[config.mk]
export PLATFORM = sky130hd
export DESIGN_NAME = muldiv_unit
export DESIGN_NICKNAME = d
export VERILOG_FILES = /design/src/rtl/muldiv_unit.sv
export SDC_FILE = /design/constraint.sdc
export NUM_CORES = 1
export LEC_CHECK = 0
export ABC_AREA = 1
export BUFFER_PORTS_ARGS = -buffer_cell sky130_fd_sc_hd__buf_2
export CAP_MARGIN = 5
export CORE_AREA = 2 2 228 230
export DETAILED_ROUTE_END_ITERATION = 16
export DIE_AREA = 0 0 230 232
export SETUP_SLACK_MARGIN = 0.2
export SLEW_MARGIN = 20
export SYNTH_ARGS = -nofsm -noshare
export SYNTH_HDL_FRONTEND = slang
export SYNTH_SLANG_ARGS = --single-unit
[constraint.sdc]
create_clock -name Clk -period 2.67 [get_ports Clk]
set_input_delay 0.6675 -clock Clk [delete_from_list [all_inputs] [get_ports Clk]]
set_output_delay 0.6675 -clock Clk [all_outputs]
set_load 0.01 [all_outputs]
[src/rtl/muldiv_unit.sv]
// muldiv_unit: iterative multiply/divide unit sitting beside the ALU in EX.
// Owns the architectural HI/LO registers. MULT/MULTU use a shift-add loop,
// DIV/DIVU a restoring-division loop, both on operand magnitudes with the
// sign applied in a final FIX cycle. MTHI/MTLO write HI/LO directly from idle.
//
// Ports
//   Clk         rising-edge clock
//   Reset_L     synchronous active-low reset
//   Start       op request, sampled only while idle
//   MulDivCtrl  000 MULT, 001 MULTU, 010 DIV, 011 DIVU, 100 MTHI, 101 MTLO
//   BusA/BusB   rs / rt operands
//   Abort       cancels an in-flight op (pipeline flush)
//   Busy        op in progress (hazard-unit stall)
//   Done        one-cycle pulse after HI/LO are written
//   Hi/Lo       HI/LO registers
//
// state  | meaning
// -------+--------------------------------------------------------------
// S_IDLE | waiting for Start; MTHI/MTLO complete here in one edge
// S_MUL  | one shift-add step per edge, WIDTH steps
// S_DIV  | one restoring-division step per edge, WIDTH steps
// S_FIX  | sign correction, HI/LO write, Done pulse, back to idle
module muldiv_unit #(
   parameter int WIDTH = 32
) (
   input  logic             Clk,
   input  logic             Reset_L,
   input  logic             Start,
   input  logic [2:0]       MulDivCtrl,
   input  logic [WIDTH-1:0] BusA,
   input  logic [WIDTH-1:0] BusB,
   input  logic             Abort,
   output logic             Busy,
   output logic             Done,
   output logic [WIDTH-1:0] Hi,
   output logic [WIDTH-1:0] Lo
);

   localparam int CW = $clog2(WIDTH + 1);

   typedef enum logic [1:0] {S_IDLE, S_MUL, S_DIV, S_FIX} state_t;

   state_t             state_q, state_d;
   logic [CW-1:0]      cnt_q, cnt_d;
   logic [2*WIDTH-1:0] acc_q, acc_d;
   logic [WIDTH-1:0]   opb_q, opb_d;
   logic [WIDTH-1:0]   dvd_q, dvd_d;
   logic               is_div_q, is_div_d;
   logic               neg_q, neg_d;
   logic               neg_rem_q, neg_rem_d;
   logic               dbz_q, dbz_d;
   logic               done_q, done_d;
   logic [WIDTH-1:0]   hi_q, hi_d;
   logic [WIDTH-1:0]   lo_q, lo_d;

   logic               a_sgn, b_sgn;
   logic [WIDTH-1:0]   a_mag, b_mag;
   logic [WIDTH:0]     mul_sum;
   logic [2*WIDTH-1:0] mul_next;
   logic [WIDTH:0]     div_rem_sh;
   logic [WIDTH:0]     div_diff;
   logic               div_ge;
   logic [2*WIDTH-1:0] div_next;
   logic [2*WIDTH-1:0] prod_fix;
   logic [WIDTH-1:0]   quo_fix;
   logic [WIDTH-1:0]   rem_fix;

   // Bit 0 of the opcode distinguishes the unsigned variants of MULT/DIV.
   assign a_sgn = ~MulDivCtrl[0] & BusA[WIDTH-1];
   assign b_sgn = ~MulDivCtrl[0] & BusB[WIDTH-1];
   assign a_mag = a_sgn ? -BusA : BusA;
   assign b_mag = b_sgn ? -BusB : BusB;

   // Multiply: acc holds {partial product, remaining multiplier bits}.
   assign mul_sum  = {1'b0, acc_q[2*WIDTH-1:WIDTH]} + (acc_q[0] ? {1'b0, opb_q} : '0);
   assign mul_next = {mul_sum, acc_q[WIDTH-1:1]};

   // Divide: acc holds {partial remainder, dividend/quotient bits}. The
   // shifted remainder can exceed WIDTH bits, hence the extra MSB.
   assign div_rem_sh = {acc_q[2*WIDTH-1:WIDTH], acc_q[WIDTH-1]};
   assign div_diff   = div_rem_sh - {1'b0, opb_q};
   assign div_ge     = div_rem_sh >= {1'b0, opb_q};
   assign div_next   = div_ge ? {div_diff[WIDTH-1:0], acc_q[WIDTH-2:0], 1'b1}
                              : {div_rem_sh[WIDTH-1:0], acc_q[WIDTH-2:0], 1'b0};

   assign prod_fix = neg_q     ? -acc_q : acc_q;
   assign quo_fix  = neg_q     ? -acc_q[WIDTH-1:0] : acc_q[WIDTH-1:0];
   assign rem_fix  = neg_rem_q ? -acc_q[2*WIDTH-1:WIDTH] : acc_q[2*WIDTH-1:WIDTH];

   always_comb begin
      state_d   = state_q;
      cnt_d     = cnt_q;
      acc_d     = acc_q;
      opb_d     = opb_q;
      dvd_d     = dvd_q;
      is_div_d  = is_div_q;
      neg_d     = neg_q;
      neg_rem_d = neg_rem_q;
      dbz_d     = dbz_q;
      done_d    = 1'b0;
      hi_d      = hi_q;
      lo_d      = lo_q;

      case (state_q)
         S_IDLE: begin
            if (Start && !Abort) begin
               case (MulDivCtrl)
                  3'b000, 3'b001: begin
                     state_d  = S_MUL;
                     cnt_d    = '0;
                     acc_d    = {{WIDTH{1'b0}}, b_mag};
                     opb_d    = a_mag;
                     neg_d    = a_sgn ^ b_sgn;
                     is_div_d = 1'b0;
                  end
                  3'b010, 3'b011: begin
                     state_d   = S_DIV;
                     cnt_d     = '0;
                     acc_d     = {{WIDTH{1'b0}}, a_mag};
                     opb_d     = b_mag;
                     dvd_d     = BusA;
                     neg_d     = a_sgn ^ b_sgn;
                     neg_rem_d = a_sgn;
                     dbz_d     = (BusB == '0);
                     is_div_d  = 1'b1;
                  end
                  3'b100: begin
                     hi_d   = BusA;
                     done_d = 1'b1;
                  end
                  3'b101: begin
                     lo_d   = BusA;
                     done_d = 1'b1;
                  end
                  default: ;
               endcase
            end
         end
         S_MUL, S_DIV: begin
            if (Abort) begin
               state_d = S_IDLE;
            end else begin
               acc_d = (state_q == S_MUL) ? mul_next : div_next;
               cnt_d = cnt_q + 1'b1;
               if (cnt_q == CW'(WIDTH - 1)) state_d = S_FIX;
            end
         end
         S_FIX: begin
            state_d = S_IDLE;
            if (!Abort) begin
               done_d = 1'b1;
               if (!is_div_q) begin
                  hi_d = prod_fix[2*WIDTH-1:WIDTH];
                  lo_d = prod_fix[WIDTH-1:0];
               end else if (dbz_q) begin
                  // Divide by zero reports all-ones quotient and the raw dividend.
                  hi_d = dvd_q;
                  lo_d = '1;
               end else begin
                  hi_d = rem_fix;
                  lo_d = quo_fix;
               end
            end
         end
         default: state_d = S_IDLE;
      endcase
   end

   always_ff @(posedge Clk) begin
      if (!Reset_L) begin
         state_q   <= S_IDLE;
         cnt_q     <= '0;
         acc_q     <= '0;
         opb_q     <= '0;
         dvd_q     <= '0;
         is_div_q  <= 1'b0;
         neg_q     <= 1'b0;
         neg_rem_q <= 1'b0;
         dbz_q     <= 1'b0;
         done_q    <= 1'b0;
         hi_q      <= '0;
         lo_q      <= '0;
      end else begin
         state_q   <= state_d;
         cnt_q     <= cnt_d;
         acc_q     <= acc_d;
         opb_q     <= opb_d;
         dvd_q     <= dvd_d;
         is_div_q  <= is_div_d;
         neg_q     <= neg_d;
         neg_rem_q <= neg_rem_d;
         dbz_q     <= dbz_d;
         done_q    <= done_d;
         hi_q      <= hi_d;
         lo_q      <= lo_d;
      end
   end

   assign Busy = (state_q != S_IDLE);
   assign Done = done_q;
   assign Hi   = hi_q;
   assign Lo   = lo_q;

endmodule
==> run metrics <==
Synth Cell Area approximately 0.02 mm^2; cts hold-fix bufs 0; global-route wire length before repair 143,000 um; DP Cell Count 4,485; PwrDens about 1600 mW/mm^2; DP HPWL about 80,000 um; commonest non-fill, non-tap cell in the layout nand2_1; Tmin final 2470 ps; Routed WL 99,400 um; Port Buffer Count approximately 140; CTS Buffer Depth 3; Static Leak between 10 and 15 nW; #FFs+latches synth 205; area grow syn2layout 23.3%; Placer Congestion just over 1; Slowest Stage Delay on Critical Path roughly 400 ps; Clock Pin Slew Worst Setup and Hold Paths 70 ps; HP Class input port to flop; Tot Pwr between 0.03 and 0.04 W; fraction of layout instances using a drive strength above 1 0.165; Slew Limit Headroom 0.523; drt pass-1 iters 6; Seq/Total Area, Yosys 0.204; Syn Nets ~3,800; die area about 0.053 mm^2; crit-path max FO 4; number of distinct library cells after synthesis 48; Initial Util 0.395; Crit path top cell by count nand2_1; setup violators final 0; Layout Cells excl Fill 4,548; Worst-Skew Late Latency between 500 and 600 ps; antenna-violating nets left 0; Int Pwr 0.0159 W; Die Span X 230 um; final setup margin 198 ps; Gate power share 0.804; mean area per synthesized cell 5.53 um^2; num rows 83; # DRC 0; Starting DRT DRC Count roughly 2,900; maximum number of pins on one net before global-route repair 98; WS Path Type flop to flop; # IOs 137; initial antenna violation count 4; Mapped Cells 3,629; pre-CTS setup slack -96.6 ps; Achievable Freq 405 MHz; Hold Path Depth 2; maximum VDD drop 2.13 mV; Final #Nets 3,992; Clock Tree Root clkbuf_16; Async SR Flop Fraction 0; status completed; total track usage 0.355; clock buffer count from CTS 27; YS warnings 0; CTS tree yes; drt wl/cell 21.8 um; crit share post-route 0.926; Crit path max-delay family compound AO/OA/AOI/OAI gates; Flop pwr share 0.106; EDFF count, synth 0; WP buf/inv 2; Num Clock Sinks 205; total net switching power 0.0235 W; r2r endpoint acc_q[58]; Startpoint Class flop; cell at the slowest stage of the critical path dfxtp_1; Critical Path RT about 3200 ps; worst path cell trace inv_1 > ha_1 > buf_4 > a21oi_1 > nand2_1 > o21bai_1 > a21oi_1 > nand2_1 > nand2_1 > nand3_1 > nand3_1 > nand2_1 > a21oi_1; clock skew 31.4 ps; Critical Path Sink Type flop; arrival time at the worst endpoint 2950 ps; # H-tree levels 1; most frequent cells in the layout 935 x nand2_1, 467 x inv_1, 394 x nor2_1; hold path startpoint Abort; Vias/cell approximately 5.6; worst hold slack 387 ps; R2R cell count 13; R2R setup slack 200 ps; Clk pwr share 0.091; switch share 0.596; Core ar. 0.0509 mm^2; vias in the first global route 22,775; worst reg2reg path startpoint opb_q[25]; grt total ovfl 0; chip height 232 um; via count 25,257; Most used DFF post-synth dfxtp_1; Final TNS setup 0 ps; setup repair after global routing missed its margin yes; Hold Path End Done; Worst Max-Slew Pin Slew 708 ps; MaxCap Viol Count 0; Final Hold Fails 0; final count of pins violating max slew 0
[Yosys cell counts, types with 3 or more instances]
master / n / share of area
buf_2: 19 / 0.0047
nand3_2: 7 / 0.0035
o31ai_1: 5 / 0.0019
clkbuf_1: 117 / 0.022
nand4_1: 52 / 0.016
clkinv_1: 4 / 0.00075
nand3_1: 316 / 0.079
xnor2_1: 25 / 0.011
o221ai_1: 3 / 0.0013
inv_1: 483 / 0.090
nand2_1: 985 / 0.18
buf_1: 15 / 0.0028
nor2_4: 3 / 0.0017
o21bai_1: 8 / 0.0030
nor2_1: 429 / 0.080
nor2_2: 9 / 0.0028
dfxtp_1: 205 / 0.20
ha_1: 72 / 0.045
o22ai_1: 5 / 0.0016
o211ai_1: 45 / 0.017
buf_6: 4 / 0.0022
nor3_1: 41 / 0.010
nor3b_1: 3 / 0.0011
a21oi_1: 306 / 0.076
nor3_2: 3 / 0.0015
or2_2: 4 / 0.0012
o21ai_2: 3 / 0.0013
a21o_1: 8 / 0.0030
o21ai_0: 287 / 0.072
o21ai_1: 18 / 0.0045
and2_1: 8 / 0.0025
inv_2: 10 / 0.0019
nand3b_1: 30 / 0.011
a211oi_1: 3 / 0.0011
nand2_2: 8 / 0.0025
a31oi_1: 19 / 0.0059
nor4_1: 3 / 0.00093
xor2_1: 49 / 0.021
[per-stage QoR]
step                 util  instance area (um^2)
CTS                 0.463                 23600
finish              0.487                 24800
global placement    0.445                 22600
global route        0.487                 24800
floorplan               -                 20100
detailed placement  0.445                 22600
[logic make-up (layout without fill, tap and decap cells)]
group                      count (synthesis)  after routing  share of synthesized area
buffers and inverters                    654            891                      0.125
other                                      0              2                          0
AOI/OAI and AO/OA                        714            714                      0.190
xor gates and xnor gates                  74             74                     0.0323
adders and majority gates                 74             74                     0.0469
and+or+nand+nor                         1908           1908                      0.402
DFF                                      205            205                      0.204
[flip-flops by register name (all words and copies together), names as in the netlist]
register / flops
neg_rem_q: 1
dbz_q: 1
dvd_q: 32
opb_q: 32
Lo: 32
cnt_q: 6
is_div_q: 1
Done: 1
Hi: 32
acc_q: 64
neg_q: 1
state_q: 2
[final cells by class]
cell class	count	area (um^2)
timing repair buffer	345	2490
inverter	498	1870
sequential	205	4130
clock buffer	38	747
fill	5594	26100
multi-input combinational	2770	14600
tap	680	851
clock inverter	10	86.3
antenna	2	5.00
[worst max-delay path by stage]
stage	from	to	cells past startpoint
2_1_floorplan	acc_q[0]	acc_q[63]	22
3_3_place_gp	BusA[0]	opb_q[28]	13
3_5_place_dp	BusA[0]	opb_q[28]	13
4_1_cts	acc_q[0]	acc_q[56]	18
5_1_grt	state_q[0]	cnt_q[4]	11
6_report	opb_q[25]	acc_q[58]	13
[metal layers]
layer,track usage,vias to the layer above,wire [um]
met5,0,-,13
met4,0.173,2,5690
met3,0.0646,218,9150
met2,0.534,1194,41900
met1,0.487,11644,42600
li1,-,12199,-
[power by group through the flow]
stage                     Sequential [W]  Combinational [W]  Clock, W
after floorplan                  0.00411             0.0186         0
after global placement           0.00411             0.0285         0
after detailed placement         0.00411             0.0284         0
after CTS                        0.00406             0.0286   0.00356
after global routing             0.00421             0.0341   0.00368
final                            0.00417             0.0317   0.00357
[what timing repair did]
| action | 4_1_cts | 5_1_grt |
|---|---|---|
| gates resized for setup | 19 | 240 |
| endpoints found under the hold margin | 0 | 0 |
| setup endpoints to repair | 27 | 54 |
| buffers inserted | 1 | 10 |
| pin swaps | 1 | 37 |
| gates cloned | 0 | 2 |
(Power assumes the default switching activity.)
